==> config.mk <==
export PLATFORM = sky130hd
export DESIGN_NAME = sysid_timer
export DESIGN_NICKNAME = d
export VERILOG_FILES = /design/src/rtl/sysid_pkg.sv /design/src/rtl/sysid_uptime_counter.sv /design/src/rtl/sysid_timer.sv
export SDC_FILE = /design/constraint.sdc
export NUM_CORES = 1
export LEC_CHECK = 0
export ABC_AREA = 1
export BUFFER_PORTS_ARGS = -buffer_cell sky130_fd_sc_hd__buf_2
export CORE_UTILIZATION = 40
export CTS_CLUSTER_DIAMETER = 150
export DETAILED_ROUTE_END_ITERATION = 8
export PLACE_DENSITY = 0.6
export SYNTH_ARGS = -nofsm -noshare
export SYNTH_HDL_FRONTEND = slang
export SYNTH_SLANG_ARGS = --single-unit
export TNS_END_PERCENT = 30
==> constraint.sdc <==
create_clock -name clock -period 3.8 [get_ports clock]
set_input_delay 0.19 -clock clock [delete_from_list [all_inputs] [get_ports clock]]
set_output_delay 0.19 -clock clock [all_outputs]
set_load 0.05 [all_outputs]
==> src/rtl/sysid_pkg.sv <==
// Shared constants for the system-ID / uptime timer slave: register map,
// control/status bit positions and a byte-lane merge helper.
package sysid_pkg;

    localparam logic [2:0] ADDR_ID        = 3'd0;
    localparam logic [2:0] ADDR_TIMESTAMP = 3'd1;
    localparam logic [2:0] ADDR_CONFIG    = 3'd2;
    localparam logic [2:0] ADDR_SCRATCH   = 3'd3;
    localparam logic [2:0] ADDR_COUNT_LO  = 3'd4;
    localparam logic [2:0] ADDR_COUNT_HI  = 3'd5;
    localparam logic [2:0] ADDR_CONTROL   = 3'd6;
    localparam logic [2:0] ADDR_STATUS    = 3'd7;

    localparam logic [7:0] LAYOUT_VERSION = 8'h02;

    localparam int CTRL_CLEAR  = 0;
    localparam int CTRL_FREEZE = 1;
    localparam int ST_FREEZE   = 0;
    localparam int ST_WRAP     = 1;

    // Replace only the byte lanes whose enable bit is set.
    function automatic logic [31:0] merge_lanes(input logic [31:0] cur,
                                                 input logic [31:0] wdata,
                                                 input logic [3:0]  be);
        logic [31:0] merged;
        merged = cur;
        for (int i = 0; i < 4; i++) begin
            if (be[i]) begin
                merged[8*i +: 8] = wdata[8*i +: 8];
            end
        end
        return merged;
    endfunction

endpackage

==> src/rtl/sysid_uptime_counter.sv <==
// Free-running uptime counter with synchronous clear, freeze hold and a
// sticky wrap flag; a wrap in the same cycle as a flag clear keeps the flag set.
module sysid_uptime_counter #(
    parameter int WIDTH = 64
) (
    input  logic             clock,
    input  logic             reset_n,
    input  logic             clear,
    input  logic             freeze_we,
    input  logic             freeze_d,
    input  logic             wrap_clr,
    output logic [WIDTH-1:0] count,
    output logic             wrap_pulse,
    output logic             freeze,
    output logic             wrap_flag
);

    localparam logic [WIDTH-1:0] ONE = WIDTH'(1);

    logic [WIDTH-1:0] count_q;
    logic [WIDTH-1:0] count_d;
    logic             freeze_q;
    logic             flag_q;

    // Freeze is the registered value, so clear+freeze together lands on 0 and holds.
    always_comb begin
        count_d    = count_q;
        wrap_pulse = 1'b0;
        if (clear) begin
            count_d = '0;
        end else if (!freeze_q) begin
            count_d    = count_q + ONE;
            wrap_pulse = &count_q;
        end
    end

    always_ff @(posedge clock or negedge reset_n) begin
        if (!reset_n) begin
            count_q  <= '0;
            freeze_q <= 1'b0;
            flag_q   <= 1'b0;
        end else begin
            count_q <= count_d;
            if (freeze_we) begin
                freeze_q <= freeze_d;
            end
            if (wrap_pulse) begin
                flag_q <= 1'b1;
            end else if (wrap_clr) begin
                flag_q <= 1'b0;
            end
        end
    end

    assign count     = count_q;
    assign freeze    = freeze_q;
    assign wrap_flag = flag_q;

endmodule

==> src/rtl/sysid_timer.sv <==
// Avalon-MM system-ID slave with uptime counter: identity words, scratch,
// atomic 64-bit counter read through a high-word shadow, control and status.
module sysid_timer
    import sysid_pkg::*;
#(
    parameter logic [31:0] ID_VALUE      = 32'h0000_0000,
    parameter logic [31:0] TIMESTAMP     = 32'd1520001003,
    parameter int          UPTIME_WIDTH  = 64,
    parameter logic [31:0] SCRATCH_RESET = 32'h0000_0000
) (
    input  logic        clock,
    input  logic        reset_n,
    input  logic [2:0]  address,
    input  logic        read,
    input  logic        write,
    input  logic [31:0] writedata,
    input  logic [3:0]  byteenable,
    output logic [31:0] readdata,
    output logic        readdatavalid
);

    logic [UPTIME_WIDTH-1:0] count;
    logic [63:0]             count_ext;
    logic                    wrap_pulse;
    logic                    freeze;
    logic                    wrap_flag;
    logic                    unused_wrap_pulse;

    logic        ctrl_we;
    logic        status_we;
    logic        scratch_we;
    logic [31:0] scratch;
    logic [31:0] shadow;
    logic [31:0] rd_mux;
    logic [31:0] config_word;

    // Control and status bits all sit in byte lane 0.
    assign ctrl_we    = write && (address == ADDR_CONTROL) && byteenable[0];
    assign status_we  = write && (address == ADDR_STATUS)  && byteenable[0];
    assign scratch_we = write && (address == ADDR_SCRATCH);

    sysid_uptime_counter #(
        .WIDTH (UPTIME_WIDTH)
    ) u_counter (
        .clock      (clock),
        .reset_n    (reset_n),
        .clear      (ctrl_we && writedata[CTRL_CLEAR]),
        .freeze_we  (ctrl_we),
        .freeze_d   (writedata[CTRL_FREEZE]),
        .wrap_clr   (status_we && writedata[ST_WRAP]),
        .count      (count),
        .wrap_pulse (wrap_pulse),
        .freeze     (freeze),
        .wrap_flag  (wrap_flag)
    );

    assign unused_wrap_pulse = wrap_pulse;
    assign count_ext         = 64'(count);
    assign config_word       = {16'h0000, LAYOUT_VERSION, 8'(UPTIME_WIDTH)};

    always_comb begin
        rd_mux = '0;
        case (address)
            ADDR_ID:        rd_mux = ID_VALUE;
            ADDR_TIMESTAMP: rd_mux = TIMESTAMP;
            ADDR_CONFIG:    rd_mux = config_word;
            ADDR_SCRATCH:   rd_mux = scratch;
            ADDR_COUNT_LO:  rd_mux = count_ext[31:0];
            ADDR_COUNT_HI:  rd_mux = shadow;
            ADDR_CONTROL:   rd_mux[CTRL_FREEZE] = freeze;
            ADDR_STATUS: begin
                rd_mux[ST_FREEZE] = freeze;
                rd_mux[ST_WRAP]   = wrap_flag;
            end
            default:        rd_mux = '0;
        endcase
    end

    always_ff @(posedge clock or negedge reset_n) begin
        if (!reset_n) begin
            scratch <= SCRATCH_RESET;
        end else if (scratch_we) begin
            scratch <= merge_lanes(scratch, writedata, byteenable);
        end
    end

    // Shadow takes the high half of the very count value returned by the low read.
    always_ff @(posedge clock or negedge reset_n) begin
        if (!reset_n) begin
            shadow <= '0;
        end else if (read && (address == ADDR_COUNT_LO)) begin
            shadow <= count_ext[63:32];
        end
    end

    always_ff @(posedge clock or negedge reset_n) begin
        if (!reset_n) begin
            readdata      <= '0;
            readdatavalid <= 1'b0;
        end else begin
            readdatavalid <= read;
            if (read) begin
                readdata <= rd_mux;
            end
        end
    end

endmodule

==> flow_metrics.py <==
metrics = {
    "clock_tree": {
        "cts_tree": "done",
        "cts_htree_levels": 4,
        "path_clk_slew_ps": 70,
        "cts-root-buf": "clkbuf_16",
        "insertion_delay_ps": 440,
        "clock_path_buffers": 2,
        "numCtsBuffers": 17,
        "ctsResizeCount": 0,
        "clock-sinks": 163,
        "cts_setup_buffers": 0,
        "postCtsHoldBufs": 29,
    },
    "critical_path": {
        "crit_path_top_delay_cell": "dfrtp_1",
        "critPathArrivalTime_ps": 2310,
        "crit_path_end_kind": "flop",
        "reg2regPathDepth": 8,
        "path_class": "flop to flop",
        "crit_fanout": 10,
        "path_cells": "inv_4 -> nand3_2 -> nor2_4 -> nand3_2 -> nor2_1 -> nand4_1 -> nand2_1 -> nor2_1",
        "start_kind": "flop",
        "cp.required_ps": 4120,
        "slowest_delay_ps": 520,
    },
    "power": {
        "leakagePower_nw": 4.67,
        "total_power_mw": 4.28,
        "powerDensity_mw_per_mm2": 432,
        "ir_worst_vdd_v": 0.000235,
    },
    "drt": {
        "remaining_drc_errors": 0,
        "vias": 7479,
        "wire_per_inst_um": 17.8,
        "drtAntennaViolNets": 0,
        "viasPerCell": 5.15,
        "drtIter0Drc": 524,
        "firstDrtPassIters": 5,
        "wirelength_mm": 25.9,
    },
    "synthesis": {
        "synthArstFlopShare": 1.00,
        "synthTopCellsByArea": "dfrtp_1 (48%), nand2_1 (13%), nor2_1 (7.3%)",
        "synth_top_area_frac": 0.484,
        "synth_most_common_cell": "nand2_1",
        "ys_warn_count": 0,
        "synth_cells": 1069,
        "syn_area_per_cell_sq_um": 7.89,
        "synth.distinct_cells": 36,
        "synth_edf_count": 0,
        "synth_ff_type": "dfrtp_1",
        "synth_common_cells": "nand2_1 (290), dfrtp_1 (163), nor2_1 (163)",
        "synth_area_leader_cell": "dfrtp_1",
        "synth.ff_latch_count": 163,
        "syn_area_sq_mm": 0.00843,
        "ys_seq_area_frac": 0.484,
        "syn_nets": 1115,
    },
    "final_layout": {
        "area_growth_pct": 17.5,
        "final_cells": 1452,
        "diodes": 0,
        "fin_nets": 1215,
        "drive_gt1_frac": 0.163,
    },
    "global_routing": {
        "grt_remaining_overflow": 0,
        "grt_max_degree": 78,
        "grt_pass1_vias": 7277,
        "grt_pass1_wl_mm": 41.4,
        "track_usage": 0.253,
        "antenna_found_initial": 0,
    },
    "die": {
        "rows": 52,
        "die_area_sq_mm": 0.0217,
        "ioPinCount": 76,
        "coreArea_sq_mm": 0.0204,
        "die_h_um": 147,
        "start_util": 0.413,
        "die_w_um": 147,
    },
    "placement": {
        "dp.cells": 1391,
        "io_buffers": 75,
        "dp_hpwl_mm": 19.7,
        "gp_congestion": 0.945,
    },
    "sta": {
        "slew_violations": 0,
        "post-route-period-util": 0.526,
        "finalHoldViolations": 0,
        "fin_crit_ps": 2000,
        "tns_ps": 0,
        "fmax_mhz": 501,
        "hold_ws_ps": 11.5,
        "setup_violations": 0,
        "final.setup_skew_ps": 16.5,
        "worst_pin_slew_ps": 1060,
        "slew_headroom": 0.290,
        "rsz0062_at_grt": "false",
    },
    "worst_hold_path": {
        "whs_path_depth": 3,
        "hold_class": "input port to flop",
    },
    "run": {
        "maxCapViolCount": 0,
    },
    "outcome": {
        "status": "finished, final reports clean",
    },
}
cell usage in the layout, fill, tap and decap left out, types with 3 or more instances in the layout:
cell type / instances
nand2_4: 4
mux2_2: 40
nor3_1: 10
o21ai_1: 4
inv_1: 90
a22o_1: 11
a21oi_1: 66
nand2_2: 7
nand3_1: 41
inv_6: 4
inv_2: 5
nor2_2: 12
nand4_1: 14
buf_2: 74
nand3_2: 3
clkbuf_16: 17
nor2_4: 8
inv_8: 3
dlygate4sd3_1: 29
nand2_1: 290
o21ai_0: 87
nor2_1: 163
dfrtp_1: 163
buf_4: 4
clkinvlp_4: 3
ha_1: 3
o22ai_1: 5
through the flow:
step / setup slack (ps) / area (sq um) / utilization
after floorplan: 2340 / 8430 / -
after global placement: 1490 / 9040 / 0.443
after detailed placement: 1460 / 9040 / 0.443
after CTS: 1850 / 9900 / 0.485
after global routing: 1640 / 9900 / 0.485
final: 1800 / 9900 / 0.485
logic make-up after synthesis:
group	Yosys count	synth area share
simple gates	557	0.282
flops	163	0.484
mux	40	0.0534
compound gates	182	0.117
fa+ha+maj	3	0.00445
buf+inv	124	0.0601
area by class of cell:
| class | instances | area (sq um) |
|---|---|---|
| Inverter | 97 | 369 |
| Clock buffer | 18 | 429 |
| Fill cell | 2021 | 10500 |
| Multi-Input combinational cell | 782 | 3840 |
| Timing Repair Buffer | 108 | 702 |
| Sequential cell | 163 | 4080 |
| Clock inverter | 14 | 141 |
| Tap cell | 270 | 338 |
state kept, by name, summed over array words and instances, names as in the netlist:
| register | cells |
|---|---|
| scratch | 32 |
| u_counter.freeze | 1 |
| u_counter.count | 64 |
| readdatavalid | 1 |
| u_counter.wrap_flag | 1 |
| readdata | 32 |
| shadow | 32 |
metal layers:
| metal | vias to the layer above | GRT usage | wire [um] |
|---|---|---|---|
| li1 | 3679 | - | - |
| met4 | 0 | 0.0763 | 484 |
| met5 | - | 0 | 0 |
| met3 | 38 | 0.0512 | 1610 |
| met2 | 232 | 0.381 | 11300 |
| met1 | 3530 | 0.365 | 12400 |
power by group:
part           internal [mW]  leakage, nW  switching (mW)
combinational          0.206         2.23           0.382
sequential              1.90         2.16           0.131
clock                  0.869        0.269           0.793
total                   2.97         4.67            1.31
worst paths after layout:
path                                       start             endpoint  slack (ps)
worst max-delay path            u_counter.freeze  u_counter.count[52]        1800
worst min-delay path               writedata[17]          scratch[17]          10
worst max register to register  u_counter.freeze  u_counter.count[52]        1800
worst min register to register       readdata[0]          readdata[0]         480
max in group asynchronous                reset_n          scratch[23]        2560
min in group asynchronous                reset_n            shadow[4]         340
critical path, delay by kind of cell, from the launching register on:
family / cells / cell delay (ps)
AND/OR/NAND/NOR: 7 / 1130
flip-flops: 1 / 520
buffers and inverters: 1 / 220
Note: power is estimated with default switching activity, not from simulation.
